**src/rtl/csel_pkg.sv**
```systemverilog
// Shared constants and sizing helpers for the pipelined carry-select adder.
package csel_pkg;

    localparam int DEF_SEG_W = 4;

    function automatic int ceil_div(input int n, input int d);
        return (n + d - 1) / d;
    endfunction

    function automatic int clog2(input int n);
        int r;
        r = 0;
        while ((1 << r) < n) r++;
        return r;
    endfunction

    function automatic int num_seg(input int width, input int seg_w);
        return width / seg_w;
    endfunction

    function automatic int num_stg(input int width, input int seg_w, input int segs_per_stg);
        return ceil_div(width / seg_w, segs_per_stg);
    endfunction

endpackage

```
**src/rtl/csel_segment.sv**
```systemverilog
// One carry-select segment: two lookahead carry chains (cin=0 and cin=1) and a select mux.
module csel_segment
    import csel_pkg::*;
#(
    parameter int SEG_W = DEF_SEG_W
) (
    input  logic [SEG_W-1:0] a,
    input  logic [SEG_W-1:0] b,
    input  logic             cin,
    output logic [SEG_W-1:0] seg_sum,
    output logic             seg_cout,
    output logic             seg_c_msb
);

    logic [SEG_W-1:0] g;
    logic [SEG_W-1:0] p;
    logic [SEG_W:0]   c0;
    logic [SEG_W:0]   c1;
    logic             gen;
    logic             prp;

    assign g = a & b;
    assign p = a ^ b;

    // Sum-of-products lookahead: carry i+1 = G[i:0], plus P[i:0] when the carry-in is 1.
    always_comb begin
        c0    = '0;
        c1    = '0;
        c1[0] = 1'b1;
        gen   = 1'b0;
        prp   = 1'b0;
        for (int i = 0; i < SEG_W; i++) begin
            gen = g[i];
            prp = p[i];
            for (int j = i - 1; j >= 0; j--) begin
                gen = gen | (prp & g[j]);
                prp = prp & p[j];
            end
            c0[i+1] = gen;
            c1[i+1] = gen | prp;
        end
    end

    assign seg_sum   = cin ? (p ^ c1[SEG_W-1:0]) : (p ^ c0[SEG_W-1:0]);
    assign seg_cout  = cin ? c1[SEG_W] : c0[SEG_W];
    assign seg_c_msb = cin ? c1[SEG_W-1] : c0[SEG_W-1];

endmodule

```
**src/rtl/pipelined_csel_adder.sv**
```systemverilog
// Pipelined carry-select adder/subtractor with valid/ready backpressure.
// Define CSEL_SAT_EN to saturate the result on signed overflow.
module pipelined_csel_adder
    import csel_pkg::*;
#(
    parameter int WIDTH        = 32,
    parameter int SEG_W        = DEF_SEG_W,
    parameter int SEGS_PER_STG = 2
) (
    input  logic             clk,
    input  logic             rst_n,
    input  logic             in_valid,
    output logic             in_ready,
    input  logic [WIDTH-1:0] a,
    input  logic [WIDTH-1:0] b,
    input  logic             cin,
    input  logic             sub,
    output logic             out_valid,
    input  logic             out_ready,
    output logic [WIDTH-1:0] sum,
    output logic             cout,
    output logic             ovf
);

    localparam int NSEG   = num_seg(WIDTH, SEG_W);
    localparam int NSTG   = num_stg(WIDTH, SEG_W, SEGS_PER_STG);
    localparam int GRP_W  = SEGS_PER_STG * SEG_W;
    localparam int PAD_W  = NSTG * GRP_W;
    localparam int LAST_J = (NSEG - 1) - (NSTG - 1) * SEGS_PER_STG;

    if ((WIDTH % SEG_W) != 0 || SEGS_PER_STG < 1) begin : g_bad_cfg
        $error("pipelined_csel_adder: WIDTH must be a multiple of SEG_W and SEGS_PER_STG >= 1");
    end

    // Handshake: valid/ready transfer when both are high; the whole pipe moves only when
    // the output slot is empty or being drained, so in_ready mirrors that advance condition.
    logic             adv;
    logic [PAD_W-1:0] a_pad;
    logic [PAD_W-1:0] b_pad;

    assign adv      = !out_valid | out_ready;
    assign in_ready = adv;
    assign a_pad    = PAD_W'(a);
    assign b_pad    = PAD_W'(b ^ {WIDTH{sub}});

    for (genvar k = 0; k < NSTG; k++) begin : g_stg
        localparam int LO     = k * GRP_W;
        localparam int REM_IN = PAD_W - LO;

        logic [REM_IN-1:0]       a_in;
        logic [REM_IN-1:0]       b_in;
        logic                    c_in;
        logic                    v_in;
        logic [GRP_W-1:0]        grp_sum;
        logic [SEGS_PER_STG:0]   chain;
        logic [SEGS_PER_STG-1:0] cmsb;
        logic [LO+GRP_W-1:0]     s_raw;
        logic [LO+GRP_W-1:0]     s_d;
        logic [LO+GRP_W-1:0]     s_q;
        logic                    v_q;
        logic                    c_q;

        if (k == 0) begin : g_src
            assign a_in  = a_pad;
            assign b_in  = b_pad;
            assign c_in  = cin | sub;
            assign v_in  = in_valid;
            assign s_raw = grp_sum;
        end else begin : g_src
            assign a_in  = g_stg[k-1].g_rem.a_q;
            assign b_in  = g_stg[k-1].g_rem.b_q;
            assign c_in  = g_stg[k-1].c_q;
            assign v_in  = g_stg[k-1].v_q;
            assign s_raw = {grp_sum, g_stg[k-1].s_q};
        end

        assign chain[0] = c_in;
        for (genvar j = 0; j < SEGS_PER_STG; j++) begin : g_seg
            if (k * SEGS_PER_STG + j < NSEG) begin : g_real
                csel_segment #(.SEG_W(SEG_W)) u_seg (
                    .a         (a_in[j*SEG_W +: SEG_W]),
                    .b         (b_in[j*SEG_W +: SEG_W]),
                    .cin       (chain[j]),
                    .seg_sum   (grp_sum[j*SEG_W +: SEG_W]),
                    .seg_cout  (chain[j+1]),
                    .seg_c_msb (cmsb[j])
                );
            end else begin : g_pad
                // Partial last group: carry passes straight through empty slots.
                assign grp_sum[j*SEG_W +: SEG_W] = '0;
                assign chain[j+1]                = chain[j];
                assign cmsb[j]                   = 1'b0;
            end
        end

        always_ff @(posedge clk or negedge rst_n) begin
            if (!rst_n) begin
                v_q <= 1'b0;
                c_q <= 1'b0;
                s_q <= '0;
            end else if (adv) begin
                v_q <= v_in;
                c_q <= chain[SEGS_PER_STG];
                s_q <= s_d;
            end
        end

        if (k < NSTG - 1) begin : g_rem
            logic [REM_IN-GRP_W-1:0] a_q;
            logic [REM_IN-GRP_W-1:0] b_q;

            always_ff @(posedge clk or negedge rst_n) begin
                if (!rst_n) begin
                    a_q <= '0;
                    b_q <= '0;
                end else if (adv) begin
                    a_q <= a_in[REM_IN-1:GRP_W];
                    b_q <= b_in[REM_IN-1:GRP_W];
                end
            end
            assign s_d = s_raw;
        end else begin : g_tail
            logic ovf_d;
            logic ovf_q;

            assign ovf_d = cmsb[LAST_J] ^ chain[SEGS_PER_STG];
`ifdef CSEL_SAT_EN
            logic [WIDTH-1:0] sat_val;
            // Saturate toward a's sign; cout/ovf keep reporting the raw result.
            assign sat_val = a_in[WIDTH-1-LO] ? {1'b1, {(WIDTH-1){1'b0}}}
                                              : {1'b0, {(WIDTH-1){1'b1}}};
            assign s_d     = ovf_d ? PAD_W'(sat_val) : s_raw;
`else
            assign s_d = s_raw;
`endif

            always_ff @(posedge clk or negedge rst_n) begin
                if (!rst_n) begin
                    ovf_q <= 1'b0;
                end else if (adv) begin
                    ovf_q <= ovf_d;
                end
            end

            assign out_valid = v_q;
            assign sum       = s_q[WIDTH-1:0];
            assign cout      = c_q;
            assign ovf       = ovf_q;
        end
    end

endmodule

```
**config.mk**
```make
export PLATFORM = sky130hd
export DESIGN_NAME = pipelined_csel_adder
export DESIGN_NICKNAME = d
export VERILOG_FILES = /design/src/rtl/csel_pkg.sv /design/src/rtl/csel_segment.sv /design/src/rtl/pipelined_csel_adder.sv
export SDC_FILE = /design/constraint.sdc
export NUM_CORES = 1
export LEC_CHECK = 0
export ABC_AREA = 1
export BUFFER_PORTS_ARGS = -buffer_cell sky130_fd_sc_hd__buf_2
export CAP_MARGIN = 30
export CORE_MARGIN = 3
export CORE_UTILIZATION = 55
export CTS_CLUSTER_DIAMETER = 50
export DETAILED_ROUTE_END_ITERATION = 7
export PLACE_DENSITY = 0.82
export RECOVER_POWER = 100
export SKIP_CTS_REPAIR_TIMING = 1
export SYNTH_ARGS = -nofsm -noshare
export SYNTH_HDL_FRONTEND = slang
export SYNTH_HIERARCHICAL = 1
export SYNTH_SLANG_ARGS = --single-unit
export TNS_END_PERCENT = 50
```
**constraint.sdc**
```tcl
create_clock -name clk -period 5.3 [get_ports clk]
set_clock_uncertainty 0.2 [all_clocks]
set_input_delay 0.53 -clock clk [delete_from_list [all_inputs] [get_ports clk]]
set_output_delay 0.53 -clock clk [all_outputs]
set_load 0.005 [all_outputs]
```
## After elaboration in Yosys (flattened, before gate mapping)

Cells that the tools add are included.

- Mux-type cells: 17
- Bitwise gates (word level): 212
- Reduce and logical (&&, ||, !) cells: 1

Operators by type and width:

| cell | count |
|---|---|
| 1-bit bitwise AND | 96 |
| 4-bit bitwise XOR | 24 |
| 1-bit bitwise OR | 82 |
| 4-bit bitwise AND | 8 |
| 4-bit two-way mux | 8 |
| 32-bit bitwise XOR | 1 |
| 1-bit two-way mux | 9 |
| 1-bit logical NOT | 1 |
| 1-bit bitwise XOR | 1 |

- Flip-flop bits (word level): 185
- Output and inout bits: 36
- Logic and storage cells: 249

## Depth between registers and ports, before layout

- Depth in word-level cells: 9
- Mapped depth: 19
- Mapped depth without buffers: 18

## Modules after synthesis

The synthesis kept the hierarchy.

By module, submodules not included:

| module | instances | cells an instance | area an instance (um^2) | sequential area each (um^2) |
|---|---|---|---|---|
| pipelined_csel_adder | 1 | 865 | 7377.1 | 4629.4 |
| csel_segment | 8 | 36 | 212.7 | 0.0 |

## Least setup slack after synthesis

OpenSTA, ideal clock, no wires.

- Path type: input to register
- From: input port sub
- To: register g_stg[0].s_q[7]
- Arrival time: 2290 ps
- Path slack: 2684 ps
- Stages: 19
- Path buffers: 2
- Path through: buf_2 -> buf_2 -> xor2_1 -> inv_1 -> ha_1 -> nand2_2 -> nand2_2 -> nand2_2 -> nand2_2 -> nand2_1 -> nand2_1 -> nand2_2 -> nand2_2 -> nand2_2 -> nand2_2 -> nand2_1 -> nand2_1 -> nand2_1 -> o21ai_0

- Elaborated cells between the ends (all ways): 27
- Those cells by class: mux: 2; bitwise: 25

RTL lines:

| element | RTL line | text |
|---|---|---|
| start: declaration | pipelined_csel_adder.sv:17 | `input logic sub,` |
| 32-bit bitwise XOR * | pipelined_csel_adder.sv:44 | `assign b_pad = PAD_W'(b ^ {WIDTH{sub}});` |
| net b_pad[0] | pipelined_csel_adder.sv:39 | `logic [PAD_W-1:0] b_pad;` |
| 4-bit bitwise AND | csel_segment.sv:22 | `assign g = a & b;` |
| 1-bit bitwise AND | csel_segment.sv:36 | `gen = gen \| (prp & g[j]);` |
| 1-bit bitwise OR | csel_segment.sv:36 |  |
| 1-bit bitwise OR | csel_segment.sv:40 | `c1[i+1] = gen \| prp;` |
| 1-bit two-way mux * | csel_segment.sv:45 | `assign seg_cout = cin ? c1[SEG_W] : c0[SEG_W];` |
| net g_stg[0].chain[1] | pipelined_csel_adder.sv:55 | `logic [SEGS_PER_STG:0] chain;` |
| 4-bit two-way mux * | csel_segment.sv:44 | `assign seg_sum = cin ? (p ^ c1[SEG_W-1:0]) : (p ^ c0[SEG_W-1:0]);` |
| net g_stg[0].grp_sum[7] | pipelined_csel_adder.sv:54 | `logic [GRP_W-1:0] grp_sum;` |
| end signal: assignment | pipelined_csel_adder.sv:100 | `s_q <= '0;` |
| end signal: assignment | pipelined_csel_adder.sv:104 | `s_q <= s_d;` |
| end: declaration | pipelined_csel_adder.sv:59 | `logic [LO+GRP_W-1:0] s_q;` |

Mark *: on every way through the listed nets, which the timed path passes. The rest lies on a longest branch.
A chain may end at the register's enable or synchronous reset.

==> flow_summary.yaml <==
synth:
  synth_nets: 1271
  yosysTopAreaCell: "dfrtp_1"
  synth_seq_cells: 185
  synth_area_mm2: 0.009079
  synthDistinctLibCells: 16
  synthSimpleGateAreaFrac_pct: 30.69
  synth-xor-area-share_pct: 2.315
  synth_compound_area_share_pct: 1.874
  synthAdderAreaFrac_pct: 6.615
  synth_edf_count: 0
  synth_warnings: 6
  async_reset_ff_share_pct: 100.0
  synthMostInstantiatedCell: "nand2_1"
  syn_area_per_cell_um2: 7.874
  yosysSeqAreaShare_pct: 50.99
  synth_area_leaders: "dfrtp_1, nand2_1, ha_1, inv_1, nand3_1"
  synth_top_family_by_area: "simple AND/OR/NAND/NOR gates"
  synth_ff_type: "dfrtp_1"
  synth.area.mux_share_pct: 0
  synth_common_cells: "nand2_1, dfrtp_1, inv_1"
  postSynthCellCount: 1153
  synth_top_area_share_pct: 50.99
cts:
  cts_root_buf: "clkbuf_16"
  cts_tree: "built"
  cts_buffer_depth: 2
  insertion_delay_ns: 0.43
  clk_pin_slew_ns: 0.06
  numCtsBuffers: 17
  cts_sinks: 185
  cts-htree-levels: 4
sta:
  setup_tns_ns: 0
  max_freq_mhz: 295.8
  setup_viol: 0
  min_period_ns: 3.381
  final_hold_viol_count: 0
  drv_slew: 167
  whs_ns: 0.09848
  finalCritPeriodShare_pct: 63.79
  setup_ws_ns: 1.919
  rsz0062_at_grt: "no"
  worstMarginPinSlew_ns: 2.148
  slew_headroom_pct: -43.18
floorplanning:
  initial_core_util_pct: 56.74
  ios: 106
  core_area_mm2: 0.01600
  die_y_um: 134.5
  dieArea_mm2: 0.01808
  die_w_um: 134.5
  placementRows: 46
drt:
  wirelength_um: 17540
  wl_met1_um: 8530
  dr_wl_met3_um: 908
  routed-via-count: 6908
  highest_layer: "met4"
  drtAntennaViolNets: 0
  wl_met2_um: 7963
  drt_iter0_markers: 549
  viasPerCell: 4.715
  first_pass_iters: 5
  drc: 0
  routedWlPerCell_um: 11.97
power_and_ir_drop:
  swShare_pct: 38.07
  p_seq_share_pct: 40.7
  power_density_mw_per_mm2: 577.3
  clkPwrFrac_pct: 21.1
  internal-power_uw: 3643
  share_comb_of_total_power_pct: 38.2
  p_leak_uw: 0.005893
  peakVddDrop_uv: 344.9
  p_sw_uw: 2240
critical_path:
  critPathCaptureType: "asynchronous set/reset pin"
  path_max_fanout: 82
  worstPathRequired_ns: 5.19
  critPathKind: "in -> async"
  start_kind: "input pin"
  cp.arrival_ns: 3.27
place:
  dp_hpwl_um: 11610
  dpl_worst_slack_ns: 2.225
  place.gp.congestion: 0.8364
  io_buffers: 105
layout:
  drive_gt1_share_pct: 10.41
  syn2layout_area_growth_pct: 12.22
  fillerInstances: 1422
  finish.net_count: 1355
  num_antenna_cells: 0
grt:
  grt_max_degree: 185
  grt_usage_pct: 20.53
  antenna_found_initial: 0
  overflow: 0
  grt_pass1_vias: 6489
  grt_pass1_wl_um: 30290
hold_path:
  hold_path_class: "in -> reg"
outcome:
  status: "finished, violations left"
  violations: "max-capacitance violations, max-slew violations"
job:
  cap_violations: 4
-- layout make-up --
| class | count | area, µm² | area share, % |
|---|---|---|---|
| flip-flops and latches | 185 | 4629 | 45.44 |
| multi-input cells | 812 | 3740 | 36.71 |
| repair buffers | 111 | 551.8 | 5.416 |
| clock buffers | 25 | 495.5 | 4.863 |
| inverters | 110 | 412.9 | 4.053 |
| well taps | 216 | 270.3 | 2.653 |
| clock inverters | 6 | 88.84 | 0.8719 |
-- registers in the layout (all words and copies together), names as in the netlist, 3 cells and up --
| signal | count |
|---|---|
| g_stg.c_q | 3 |
| sum | 32 |
| g_stg.s_q | 48 |
| g_stg.v_q | 3 |
| g_stg.g_rem.a_q | 48 |
| g_stg.g_rem.b_q | 48 |
-- path summary, 6_finish.rpt --
check / to / slack [ns] / cells after the start / from
min: g_stg[0].g_rem.a_q[0]$_DFFE_PN0P_ / 0.1 / 3 / a[8]
min in group asynchronous: sum[27]$_DFFE_PN0P_ / 0.47 / 2 / rst_n
max: g_stg[2].s_q[18]$_DFFE_PN0P_ / 1.92 / 3 / rst_n
min reg2reg: sum[5]$_DFFE_PN0P_ / 0.26 / 2 / sum[5]$_DFFE_PN0P_
max in group clk: g_stg[0].s_q[7]$_DFFE_PN0P_ / 2.02 / 18 / sub
max reg2reg: sum[9]$_DFFE_PN0P_ / 2.02 / 4 / out_valid$_DFFE_PN0P_
-- layer usage --
layer	up-vias	track usage, %
met5	-	0
met4	0	5.204
met3	9	4.918
met2	129	31.76
met1	3141	29.58
li1	3629	-
-- worst max-delay path, stage by stage --
cell and delay (ns):
dlygate4sd3_1 0.54, clkbuf_8 0.50, clkbuf_1 1.60
-- power by group through the flow --
stage | clock [µW] | combinational (µW) | sequential [µW]
after floorplan | 0 | 1760 | 2340
final | 1240 | 2250 | 2400
after detailed placement | 0 | 2280 | 2410
after global routing | 1320 | 2630 | 2480
after global placement | 0 | 2190 | 2390
after CTS | 1260 | 2320 | 2400
-- through the flow --
stage / utilization [%] / area (µm²) / std cells / total power (µW)
2_1_floorplan: - / 9079 / 1153 / 4096
3_3_place_gp: 60.48 / 9677 / 1433 / 4580
3_5_place_dp: 60.48 / 9677 / 1433 / 4689
4_1_cts: 64.13 / 10260 / 1464 / 5983
5_1_grt: 63.68 / 10190 / 1465 / 6437
6_report: 63.68 / 10190 / 1465 / 5882
-- layout by cell type, fill, tap and decap left out, types with 2 or more instances in the layout --
cell type     n
o21ai_0      26
nand2_2      19
buf_2        79
clkinvlp_4    2
inv_1       110
nand3_1      41
ha_1         48
clkbuf_1     32
bufinv_16     2
xor2_1       16
xnor2_1       8
dfrtp_1     185
a21oi_1       8
clkbuf_16    17
nand2_1     643
clkbuf_8      5
-- cells by family after synthesis --
logic type	after synthesis
adder cells (fa/ha/maj)	48
XOR/XNOR	24
flip-flops	185
AO/OA/AOI/OAI	34
AND/OR/NAND/NOR	706
buffers and inverters	156
Note: power is estimated with default switching activity, not from simulation.
